--- config.mk ---
export PLATFORM = sky130hd
export DESIGN_NAME = slink_apb_ini_core
export DESIGN_NICKNAME = d
export VERILOG_FILES = /design/src/rtl/slink_apb_ini_core.sv
export SDC_FILE = /design/constraint.sdc
export NUM_CORES = 1
export LEC_CHECK = 0
export CAP_MARGIN = 20
export CORE_UTILIZATION = 33
export DETAILED_ROUTE_END_ITERATION = 10
export PLACE_DENSITY = 0.76
export SLEW_MARGIN = 20
export SYNTH_ARGS = -nofsm -noshare
export SYNTH_HDL_FRONTEND = slang
export SYNTH_SLANG_ARGS = --single-unit
--- constraint.sdc ---
create_clock -name apb_clk -period 1.7 [get_ports apb_clk]
set_input_delay 0.425 -clock apb_clk [delete_from_list [all_inputs] [get_ports apb_clk]]
set_output_delay 0.425 -clock apb_clk [all_outputs]
set_load 0.005 [all_outputs]
--- src/rtl/slink_apb_ini_core.sv ---
// S-Link APB initiator: turns link request packets into APB master transfers and returns responses.
// Optional ACCESS-phase timeout enabled by defining SLINK_APB_INI_TIMEOUT_EN.
module slink_apb_ini_core #(
  parameter logic [7:0] APB_READ_DT      = 8'h24,
  parameter logic [7:0] APB_READ_RSP_DT  = 8'h25,
  parameter logic [7:0] APB_WRITE_DT     = 8'h26,
  parameter logic [7:0] APB_WRITE_RSP_DT = 8'h27,
  parameter int         APB_TIMEOUT      = 256
) (
  input  logic        apb_clk,
  input  logic        apb_reset_n,
  input  logic        enable,
  input  logic        l2a_valid,
  input  logic [87:0] l2a_data,
  output logic        l2a_accept,
  output logic        a2l_valid,
  output logic [56:0] a2l_data,
  input  logic        a2l_ready,
  output logic [31:0] apb_paddr,
  output logic        apb_pwrite,
  output logic        apb_psel,
  output logic        apb_penable,
  output logic [31:0] apb_pwdata,
  input  logic [31:0] apb_prdata,
  input  logic        apb_pready,
  input  logic        apb_pslverr,
  output logic        invalid_req_pkt,
  output logic        apb_timeout
);

  typedef enum logic [1:0] {IDLE, SETUP, ACCESS, RESP} state_t;

  state_t      state_reg;
  logic [7:0]  req_dt;
  logic        req_read;
  logic        req_write;
  logic        timeout_hit;
  logic        rsp_err;
  logic [31:0] rsp_rdata;
  logic [56:0] rsp_data;
  logic        unused_wc;

  assign req_dt     = l2a_data[7:0];
  assign req_read   = (req_dt == APB_READ_DT);
  assign req_write  = (req_dt == APB_WRITE_DT);
  assign unused_wc  = ^l2a_data[23:8];
  assign l2a_accept = (state_reg == IDLE) && enable && l2a_valid;

`ifdef SLINK_APB_INI_TIMEOUT_EN
  localparam int TMO_W = (APB_TIMEOUT > 2) ? $clog2(APB_TIMEOUT) : 1;
  localparam logic [TMO_W-1:0] TMO_LAST = TMO_W'(APB_TIMEOUT - 1);

  logic [TMO_W-1:0] tmo_cnt_reg;

  // Counts ACCESS cycles spent waiting on pready; restarts on every SETUP.
  always_ff @(posedge apb_clk) begin
    if (!apb_reset_n) begin
      tmo_cnt_reg <= '0;
    end else if (state_reg == SETUP) begin
      tmo_cnt_reg <= '0;
    end else if (state_reg == ACCESS && !apb_pready) begin
      tmo_cnt_reg <= tmo_cnt_reg + 1'b1;
    end
  end

  // pready on the final cycle wins over the timeout.
  assign timeout_hit = (state_reg == ACCESS) && !apb_pready && (tmo_cnt_reg == TMO_LAST);
`else
  localparam int unused_timeout = APB_TIMEOUT;
  assign timeout_hit = 1'b0;
`endif

  always_comb begin
    rsp_err   = timeout_hit ? 1'b1 : apb_pslverr;
    rsp_rdata = timeout_hit ? 32'h0 : apb_prdata;
    if (apb_pwrite) begin
      rsp_data = {32'h0, rsp_err, 16'd1, APB_WRITE_RSP_DT};
    end else begin
      rsp_data = {rsp_err, rsp_rdata, 16'd5, APB_READ_RSP_DT};
    end
  end

  always_ff @(posedge apb_clk) begin
    if (!apb_reset_n) begin
      state_reg       <= IDLE;
      apb_paddr       <= '0;
      apb_pwrite      <= 1'b0;
      apb_psel        <= 1'b0;
      apb_penable     <= 1'b0;
      apb_pwdata      <= '0;
      a2l_valid       <= 1'b0;
      a2l_data        <= '0;
      invalid_req_pkt <= 1'b0;
      apb_timeout     <= 1'b0;
    end else begin
      invalid_req_pkt <= 1'b0;
      apb_timeout     <= 1'b0;
      case (state_reg)
        IDLE: begin
          if (l2a_accept) begin
            if (req_read || req_write) begin
              apb_paddr  <= l2a_data[55:24];
              apb_pwdata <= l2a_data[87:56];
              apb_pwrite <= req_write;
              apb_psel   <= 1'b1;
              state_reg  <= SETUP;
            end else begin
              invalid_req_pkt <= 1'b1;
            end
          end
        end
        SETUP: begin
          apb_penable <= 1'b1;
          state_reg   <= ACCESS;
        end
        ACCESS: begin
          if (apb_pready || timeout_hit) begin
            apb_psel    <= 1'b0;
            apb_penable <= 1'b0;
            a2l_valid   <= 1'b1;
            a2l_data    <= rsp_data;
            apb_timeout <= timeout_hit;
            state_reg   <= RESP;
          end
        end
        RESP: begin
          if (a2l_ready) begin
            a2l_valid <= 1'b0;
            state_reg <= IDLE;
          end
        end
        default: state_reg <= IDLE;
      endcase
    end
  end

endmodule

[Word level (Yosys, flattened, before mapping)]
Index checks and enable logic that the tools add are counted.
Storage, ports and cells
  register bits: 128
  input port bits: 127
  output and inout port bits: 128
  word-level logic and storage cells: 47
Operators by class
  equal/unequal tests: 9
  mux-type cells: 15
  reduce and logical (&&, ||, !) cells: 14
Operator list (count)
  $mux 57: 1
  $eq 8x6->1 const B: 2
  $reduce_and 3->1: 3
  $mux 2: 4
  $pmux 2 s4: 1
  $reduce_and 4->1: 2
  $mux 1: 6
  $ne 2x2->1 const B: 3
  $pmux 1 s2: 3
  $reduce_bool 2->1: 3
  $eq 2x2->1 const B: 2
  $reduce_and 2->1: 2
  $eq 2x1->1 const B: 1
  $logic_and 1x1->1: 2
  $logic_not 2->1: 1
  $ne 2x1->1 const B: 1
  $logic_or 1x1->1: 1

[Logic depth before layout (Yosys ltp)]
Gate-level depths: netlist (run 1).
  word-level depth: 5
  mapped depth: 8
  depth with buffers taken out: 6

[Worst setup path after synthesis (run 1)]
OpenSTA, ideal clock, no wires.
  kind: register to register
  start point: register state_reg[0]
  end point: register a2l_data[48]
  setup time: 0.117 ns
  arrival: 1.528 ns
  path slack: 0.056 ns
  cell stages (with the launch flop): 8
  path buffers: 2
  cells stage by stage: dfxtp_1 -> inv_1 -> ha_1 -> nand2_1 -> and2_1 -> clkbuf_1 -> buf_2 -> a22o_1
Between the ends
  cells in the longest elaborated chain, start to end: 2
Ends and longest elaborated chain
  start, declared: line 33  | state_t state_reg;
  start signal, assigned: line 85  | state_reg <= IDLE;
  start signal, assigned: line 106  | state_reg <= SETUP;
  start signal, assigned: line 114  | state_reg <= ACCESS;
  $eq 2x2->1: line 98  | case (state_reg)
  $reduce_and 2->1 (no line)
  end signal, assigned: line 121  | a2l_data <= rsp_data;
  end, declared: line 17  | output logic [56:0] a2l_data,
Every way passes these cells.
A chain may end at the register's enable or synchronous reset.

[Worst setup path after layout (run 1)]
  start point: register apb_paddr[11]
  end point: output apb_paddr[11]
RTL lines
  start, declared: line 19  | output logic [31:0] apb_paddr,
  start signal, assigned: line 102  | apb_paddr <= l2a_data[55:24];
No word-level cell between the ends.

==> metrics.csv, run 1 <==
stage;metric;value;unit
outcome;status;completed;
logic_synthesis;Syn Std Cell Area;4054;µm²
logic_synthesis;synth unique cells;27;
placement;gpl congestion;0.7240;
timing;slack of the critical path;0.04653;ns
clock_network;root buf cell;clkbuf_16;
global_route;initial antenna violation count;0;
timing;skew final;0.007708;ns
routing;WL final;11.66;mm
power_and_ir_drop;Final Power;5.145;mW
finish;final instance area;6845;µm²
worst_setup_path;CP Cell Sequence;clkdlybuf4s50_1;
routing;DR WL/cell;14.38;µm
routing;vias post-DR;3770;
min_path;HP Class;reg -> reg;
min_path;hold path depth;2;
global_route;grt ovf;0;
worst_setup_path;critical path peak fanout;2;
logic_synthesis;Synth Flop Type;dfxtp_1;
logic_synthesis;top cells by area, synth;dfxtp_1 (53%), nand2_1 (13%), a21boi_0 (10%);
finish;Biggest register;a2l_data;
finish;storage element area;2148;µm²
global_route;vias in the first global route;3676;
finish;NumNets Final;791;
power_and_ir_drop;Max IR drop VDD;0.4893;mV
logic_synthesis;sequential share of the synthesized area;52.84;%
logic_synthesis;Synth Instances;435;
routing;DR DRC count;0;
clock_network;Post-CTS Hold Buffers;0;
logic_synthesis;Commonest cells post-synth;nand2_1 (139), dfxtp_1 (107), a21boi_0 (55);
floorplanning;die area;12730;µm²
logic_synthesis;syn avg cell area;9.319;µm²
routing;Detailed Routing Iterations Pass 1;4;
finish;Layout Cells excl Fill;811;
job;max cap viols;0;
floorplanning;core area;12010;µm²
global_route;Total GRT Usage;17.77;%
floorplanning;row count;40;
placement;IO Port Bufs;219;
logic_synthesis;Syn. warnings;0;
clock_network;worst-skew pair later-pin latency;0.34;ns
logic_synthesis;Post-synth EDFFs;0;
floorplanning;io pins;255;
worst_setup_path;R2R depth;7;
finish;registers with the most flip-flops;a2l_data x36, apb_paddr x32, apb_pwdata x32;
timing;Final min period;1.653;ns
floorplanning;die width;112.8;µm
routing;Post-DRT Antenna Nets;0;
timing;Final setup viols;0;
logic_synthesis;Yosys top cell area share;52.84;%
clock_network;clock buffer count from CTS;9;
finish;fillers;1069;
routing;First DRT Iteration DRCs;170;
clock_network;Reg clk slew, reported paths;0.07;ns
worst_setup_path;CP Class;reg -> out;
worst_setup_path;Critical Path Max Stage Delay;0.55;ns
worst_setup_path;CP delay by family, top;buffers and inverters;
floorplanning;Initial Utilization;33.75;%
worst_setup_path;Worst path slowest cell;clkdlybuf4s50_1;
worst_setup_path;CP endpoint kind;output pin;
logic_synthesis;Compound-Gate Fraction of Synth Area;20.52;%
placement;Setup WS pre-CTS;-0.4588;ns
logic_synthesis;largest family of logic cells by synthesized area;compound AO/OA/AOI/OAI gates;
finish;post-layout util;56.99;%
finish;Largest register FFs;36;
clock_network;H-tree depth;3;
timing;final hold violations;0;
logic_synthesis;most frequent cell after synthesis;nand2_1;
global_route;first-pass GRT wire length;17.88;mm
logic_synthesis;adder-cell share of the synthesized area;1.543;%
clock_network;deepest clock path buffer count;2;
timing;Setup TNS;0;ns
clock_network;Sink Count;107;
global_route;largest net degree at the start of global routing;48;
logic_synthesis;fraction of synthesized area in multiplexers;0.7407;%
finish;multi-input logic area;1708;µm²
finish;ant diodes;0;
placement;hpwl dp;8.206;mm
logic_synthesis;post-synth top area cell;dfxtp_1;
worst_setup_path;CP Launch Type;register;
routing;Vias/cell;4.649;
worst_setup_path;WP depth;1;
worst_setup_path;Crit path buffers/inverters;1;
clock_network;CTS tree;done;
timing;Achievable Freq;604.8;MHz
finish;layout cells sized above 1;8.584;%
logic_synthesis;ys async rst share;0;%
logic_synthesis;flops & latches, synth;107;
placement;dpl cells;790;
logic_synthesis;Post-Synth Simple-Gate Area;16.33;%
timing;Max Slew Vio Count;0;
worst_setup_path;CP required;1.27;ns
floorplanning;Die Span Y;112.8;µm
timing;Hold Slack;0.4546;ns
placement;DP Area;6401;µm²
power_and_ir_drop;pwr/cell area;751.7;nW/µm²
timing;final worst path period share;97.26;%
logic_synthesis;Synth Area in XOR/XNOR;0;%
worst_setup_path;CP arrival;1.23;ns
finish;area growth from synthesis to layout;68.86;%
power_and_ir_drop;Leak Pwr;2.511;nW
[final timing paths]
| check | slack [ns] | from | to |
|---|---|---|---|
| min reg2reg | 0.45 | apb_paddr[6] | apb_paddr[6] |
| min | 0.45 | apb_paddr[6] | apb_paddr[6] |
| max reg2reg | 0.07 | state_reg[0] | a2l_data[51] |
| max | 0.05 | apb_paddr[11] | apb_paddr[11] |
[layer usage]
layer | up-vias | GRT usage [%] | routed length (µm) | share of wire [%]
li1 | 1856 | - | - | -
met1 | 1761 | 20.71 | 4913 | 42
met2 | 137 | 31.36 | 5832 | 50
met3 | 16 | 4.178 | 704 | 6.0
met4 | 0 | 7.200 | 211 | 1.8
met5 | - | 0 | 0 | 0
[power by group]
group / internal, mW / total, mW / switching (mW)
Combinational: 0.339 / 0.491 / 0.151
Sequential: 2.52 / 2.53 / 0.0109
Clock: 1.22 / 2.12 / 0.901
Total: 4.08 / 5.15 / 1.06
[cell usage in the layout, fill, tap and decap left out, types with 3 or more instances in the layout]
cell / instances
ha_1: 4
a21boi_1: 27
buf_4: 19
a21oi_1: 3
dfxtp_1: 104
buf_12: 4
nand2_1: 138
a21boi_0: 40
dlymetal6s2s_1: 3
clkdlybuf4s50_1: 212
conb_1: 19
nor2b_1: 3
clkbuf_16: 10
a22o_1: 31
mux2i_1: 3
nand3_1: 4
[cell families after synthesis]
kind of cell / Yosys count
AO/OA/AOI/OAI: 107
adder cells (fa/ha/maj): 5
buffers and inverters: 55
flip-flops: 107
multiplexers: 3
other: 1
AND/OR/NAND/NOR: 157
[final cells by class]
class / instances / area share [%]
Multi-Input combinational cell: 291 / 24.95
Inverter: 4 / 0.2193
Timing Repair Buffer: 246 / 36.30
Clock buffer: 12 / 3.747
Clock inverter: 4 / 0.7128
Tap cell: 147 / 2.687
Sequential cell: 107 / 31.38
[timing repair]
item | in CTS | in global routing
endpoints found under the setup margin | 72 | 92
pin swaps | 5 | 5
gates resized for setup | 20 | 23
gates cloned | 1 | 1
buffers inserted | 3 | 1
No activity file was read; power rests on OpenSTA's default activity.
==> run 2: changes to the inputs <==
--- a/config.mk
+++ b/config.mk
@@ -7,9 +7,9 @@
 export LEC_CHECK = 0
 export CAP_MARGIN = 20
 export CORE_UTILIZATION = 33
+export CTS_CLUSTER_DIAMETER = 30
 export DETAILED_ROUTE_END_ITERATION = 10
 export PLACE_DENSITY = 0.76
-export SLEW_MARGIN = 20
 export SYNTH_ARGS = -nofsm -noshare
 export SYNTH_HDL_FRONTEND = slang
 export SYNTH_SLANG_ARGS = --single-unit
==> results of run 2 <==
Final layout, timing and power as in run 1 (identical DEF).
==> run 3: changes to the inputs <==
--- a/config.mk
+++ b/config.mk
@@ -10,6 +10,7 @@
 export CTS_CLUSTER_DIAMETER = 30
 export DETAILED_ROUTE_END_ITERATION = 10
 export PLACE_DENSITY = 0.76
+export REMOVE_ABC_BUFFERS = 1
 export SYNTH_ARGS = -nofsm -noshare
 export SYNTH_HDL_FRONTEND = slang
 export SYNTH_SLANG_ARGS = --single-unit
==> run 3 against run 2 <==
  * Clock power increased by 19%
  * Sequential share of layout area is 0.14 points lower
  * Via count shrank 0.82%
  * Total power increased by 8.0%
  * Combinational power increased by 2%
  * Fmax is 0.59% lower
  * Cell count down 0.25%
  * Clock-buffer cell count decreased by 3
  * Sequential power barely moved
  * Highest routed layer unchanged
==> metrics.csv, run 3 (same netlist as run 1, synthesis figures left out) <==
stage;metric;value;unit;change
worst_setup_path;Critical Path Max Stage Delay;0.54;ns;about the same
clock_network;worst-skew pair later-pin latency;0.35;ns;about the same
floorplanning;row count;40;;unchanged
finish;layout cells sized above 1;8.610;%;+0.026 points
power_and_ir_drop;pwr/cell area;808.2;nW/µm²;+7.5%
clock_network;CTS tree;done;;
routing;top layer in use;met4;;
finish;most frequent cells in the layout;clkdlybuf4s50_1 (208), nand2_1 (138), dfxtp_1 (104);;
global_route;vias in the first global route;3663;;-0.35%
global_route;largest net degree at the start of global routing;65;;+35%
finish;Largest register FFs;36;;unchanged
floorplanning;Die Span Y;112.8;µm;unchanged
min_path;HP Start;apb_reset_n;;
finish;registers with the most flip-flops;a2l_data x36, apb_paddr x32, apb_pwdata x32;;
worst_setup_path;CP Launch Type;register;;
finish;Biggest register;a2l_data;;
clock_network;root buf cell;clkbuf_16;;
worst_setup_path;CP required;1.27;ns;about the same
power_and_ir_drop;Net Sw Frac;19.96;%;-0.70 points
finish;NumNets Final;789;;-0.25%
finish;multi-input logic area;1704;µm²;-0.22%
worst_setup_path;Worst path slowest cell;clkdlybuf4s50_1;;
routing;met1 wire length;4.868;mm;-0.92%
clock_network;Reg clk slew, reported paths;0.08;ns;about the same
timing;final hold violations;0;;unchanged
min_path;hold path depth;2;;unchanged
worst_setup_path;Crit path buffers/inverters;1;;unchanged
worst_setup_path;reg2reg setup slack;0.05;ns;-0.02 ns
worst_setup_path;critical path peak fanout;3;;+1
finish;fillers;1088;;+1.8%
min_path;hold endpoint;a2l_data[56];;
global_route;initial antenna violation count;0;;unchanged
power_and_ir_drop;clock power share;45.4;%;+4.2 points
timing;Hold Slack;0.3883;ns;-0.06635 ns
routing;Detailed Routing Iterations Pass 1;4;;unchanged
power_and_ir_drop;Sequential Power Share;45.5;%;-3.7 points
power_and_ir_drop;Max IR drop VDD;0.4911;mV;+0.38%
timing;setup repair after global routing missed its margin;yes;;
worst_setup_path;CP delay by family, top;buffers and inverters;;
clock_network;clock buffer count from CTS;9;;unchanged
routing;Vias/cell;4.622;;-0.58%
timing;Max Slew Vio Count;0;;unchanged
clock_network;H-tree depth;3;;unchanged
routing;vias post-DR;3739;;-0.82%
worst_setup_path;CP endpoint kind;output pin;;
clock_network;Post-CTS Hold Buffers;0;;unchanged
finish;ant diodes;0;;unchanged
power_and_ir_drop;internal power;4.448;mW;+9.0%
finish;commonest non-fill, non-tap cell in the layout;clkdlybuf4s50_1;;
power_and_ir_drop;Leak Pwr;2.564;nW;+2.1%
worst_setup_path;CP Cell Sequence;clkdlybuf4s50_1;;
worst_setup_path;worst r2r src;state_reg[0];;
routing;WL final;11.87;mm;+1.8%
routing;First DRT Iteration DRCs;184;;+8.2%
finish;area growth from synthesis to layout;69.63;%;
timing;Achievable Freq;601.2;MHz;-0.59%
routing;DR WL/cell;14.68;µm;+2.1%
floorplanning;core area;12010;µm²;unchanged
floorplanning;Initial Utilization;33.75;%;unchanged
routing;metal3 WL;562;µm;-20%
placement;hpwl dp;8.605;mm;+4.9%
outcome;status;completed;;
min_path;HP Class;in -> reg;;
timing;skew final;0.008627;ns;+0.0009189 ns
floorplanning;die width;112.8;µm;unchanged
timing;final worst path period share;97.84;%;+0.58 points
global_route;Total GRT Usage;18.63;%;+0.86 points
floorplanning;io pins;255;;unchanged
worst_setup_path;CP Class;reg -> out;;
clock_network;deepest clock path buffer count;2;;unchanged
placement;IO Port Bufs;219;;unchanged
global_route;first-pass GRT wire length;18.64;mm;+4.2%
placement;gpl congestion;0.7028;;-2.9%
timing;Final setup viols;0;;unchanged
worst_setup_path;CP arrival;1.24;ns;about the same
job;max cap viols;0;;unchanged
timing;slew margin rel.;65.94;%;
worst_setup_path;Critical R2R Capture;state_reg[0];;
power_and_ir_drop;combinational power share;9.0;%;-0.5 points
timing;Worst Tran Pin Value;0.5109;ns;
finish;storage element area;2148;µm²;unchanged
routing;Post-DRT Antenna Nets;0;;unchanged
routing;WL met2;6.176;mm;+5.9%
routing;DR DRC count;0;;unchanged
power_and_ir_drop;Final Power;5.558;mW;+8.0%
clock_network;Sink Count;107;;unchanged
worst_setup_path;R2R depth;8;;+1
floorplanning;die area;12730;µm²;unchanged
timing;Final min period;1.663;ns;+0.009889 ns
power_and_ir_drop;Net Switching;1.109;mW;+4.4%
global_route;grt ovf;0;;unchanged
run 3: changes by cell type in the layout (fill, tap and decap cells not counted), moves of 2 or more:
cell / delta
dlymetal6s2s_1: +3
a21boi_1: -12
bufinv_16: +3
clkdlybuf4s50_1: -4
a21boi_0: +12
clkbuf_8: -2
clkinvlp_4: +2
run 3: per-layer routing:
metal / up-vias / global-route usage [%]
met1: 1753 / 22.06
met4: 0 / 8.444
met2: 118 / 32.30
li1: 1849 / -
met5: - / 0
met3: 19 / 4.017
run 3: final cells by class:
class	instances	share of cell area, %
timing repair buffer	244	35.77
sequential	107	31.24
multi-input combinational	291	24.78
clock buffer	9	3.275
tap	147	2.675
clock inverter	7	2.038
inverter	4	0.2183
run 3: worst max-delay path by stage:
stage,from,endpoint,cells past startpoint
6_report,apb_psel,apb_psel,1
3_3_place_gp,l2a_data[4],apb_pwrite,6
3_5_place_dp,l2a_data[4],apb_pwrite,6
5_1_grt,state_reg[0],state_reg[0],8
2_1_floorplan,state_reg[0],state_reg[0],6
4_1_cts,a2l_data[54],a2l_data[54],1
run 3: metrics by stage:
step	cell area (µm²)	std cells	TNS [ns]	util (%)	setup slack, ns
3_5_place_dp	6400	789	-25.72	53.28	-0.3844
5_1_grt	6877	809	-0.05868	57.25	-0.04725
4_1_cts	6799	807	0	56.60	0.004117
3_3_place_gp	6400	789	-21.18	53.28	-0.3589
2_1_floorplan	3815	402	-67.70	-	-1.337
6_report	6877	809	0	57.25	0.03664
run 3: power groups by stage:
| stage | clock network, mW | registers [mW] | logic [mW] |
|---|---|---|---|
| after CTS | 2.58 | 2.53 | 0.489 |
| after detailed placement | 0 | 2.59 | 0.480 |
| after floorplan | 0 | 2.59 | 0.0931 |
| after global routing | 2.70 | 2.53 | 0.538 |
| final | 2.52 | 2.53 | 0.503 |
| after global placement | 0 | 2.59 | 0.465 |
run 3: timing repair:
item                                    CTS  global route
setup buffers                             2             1
pin swaps                                 4             4
gates resized for setup                  17            16
endpoints found under the hold margin     0             0
gates cloned                              0             1
endpoints found under the setup margin   52            78
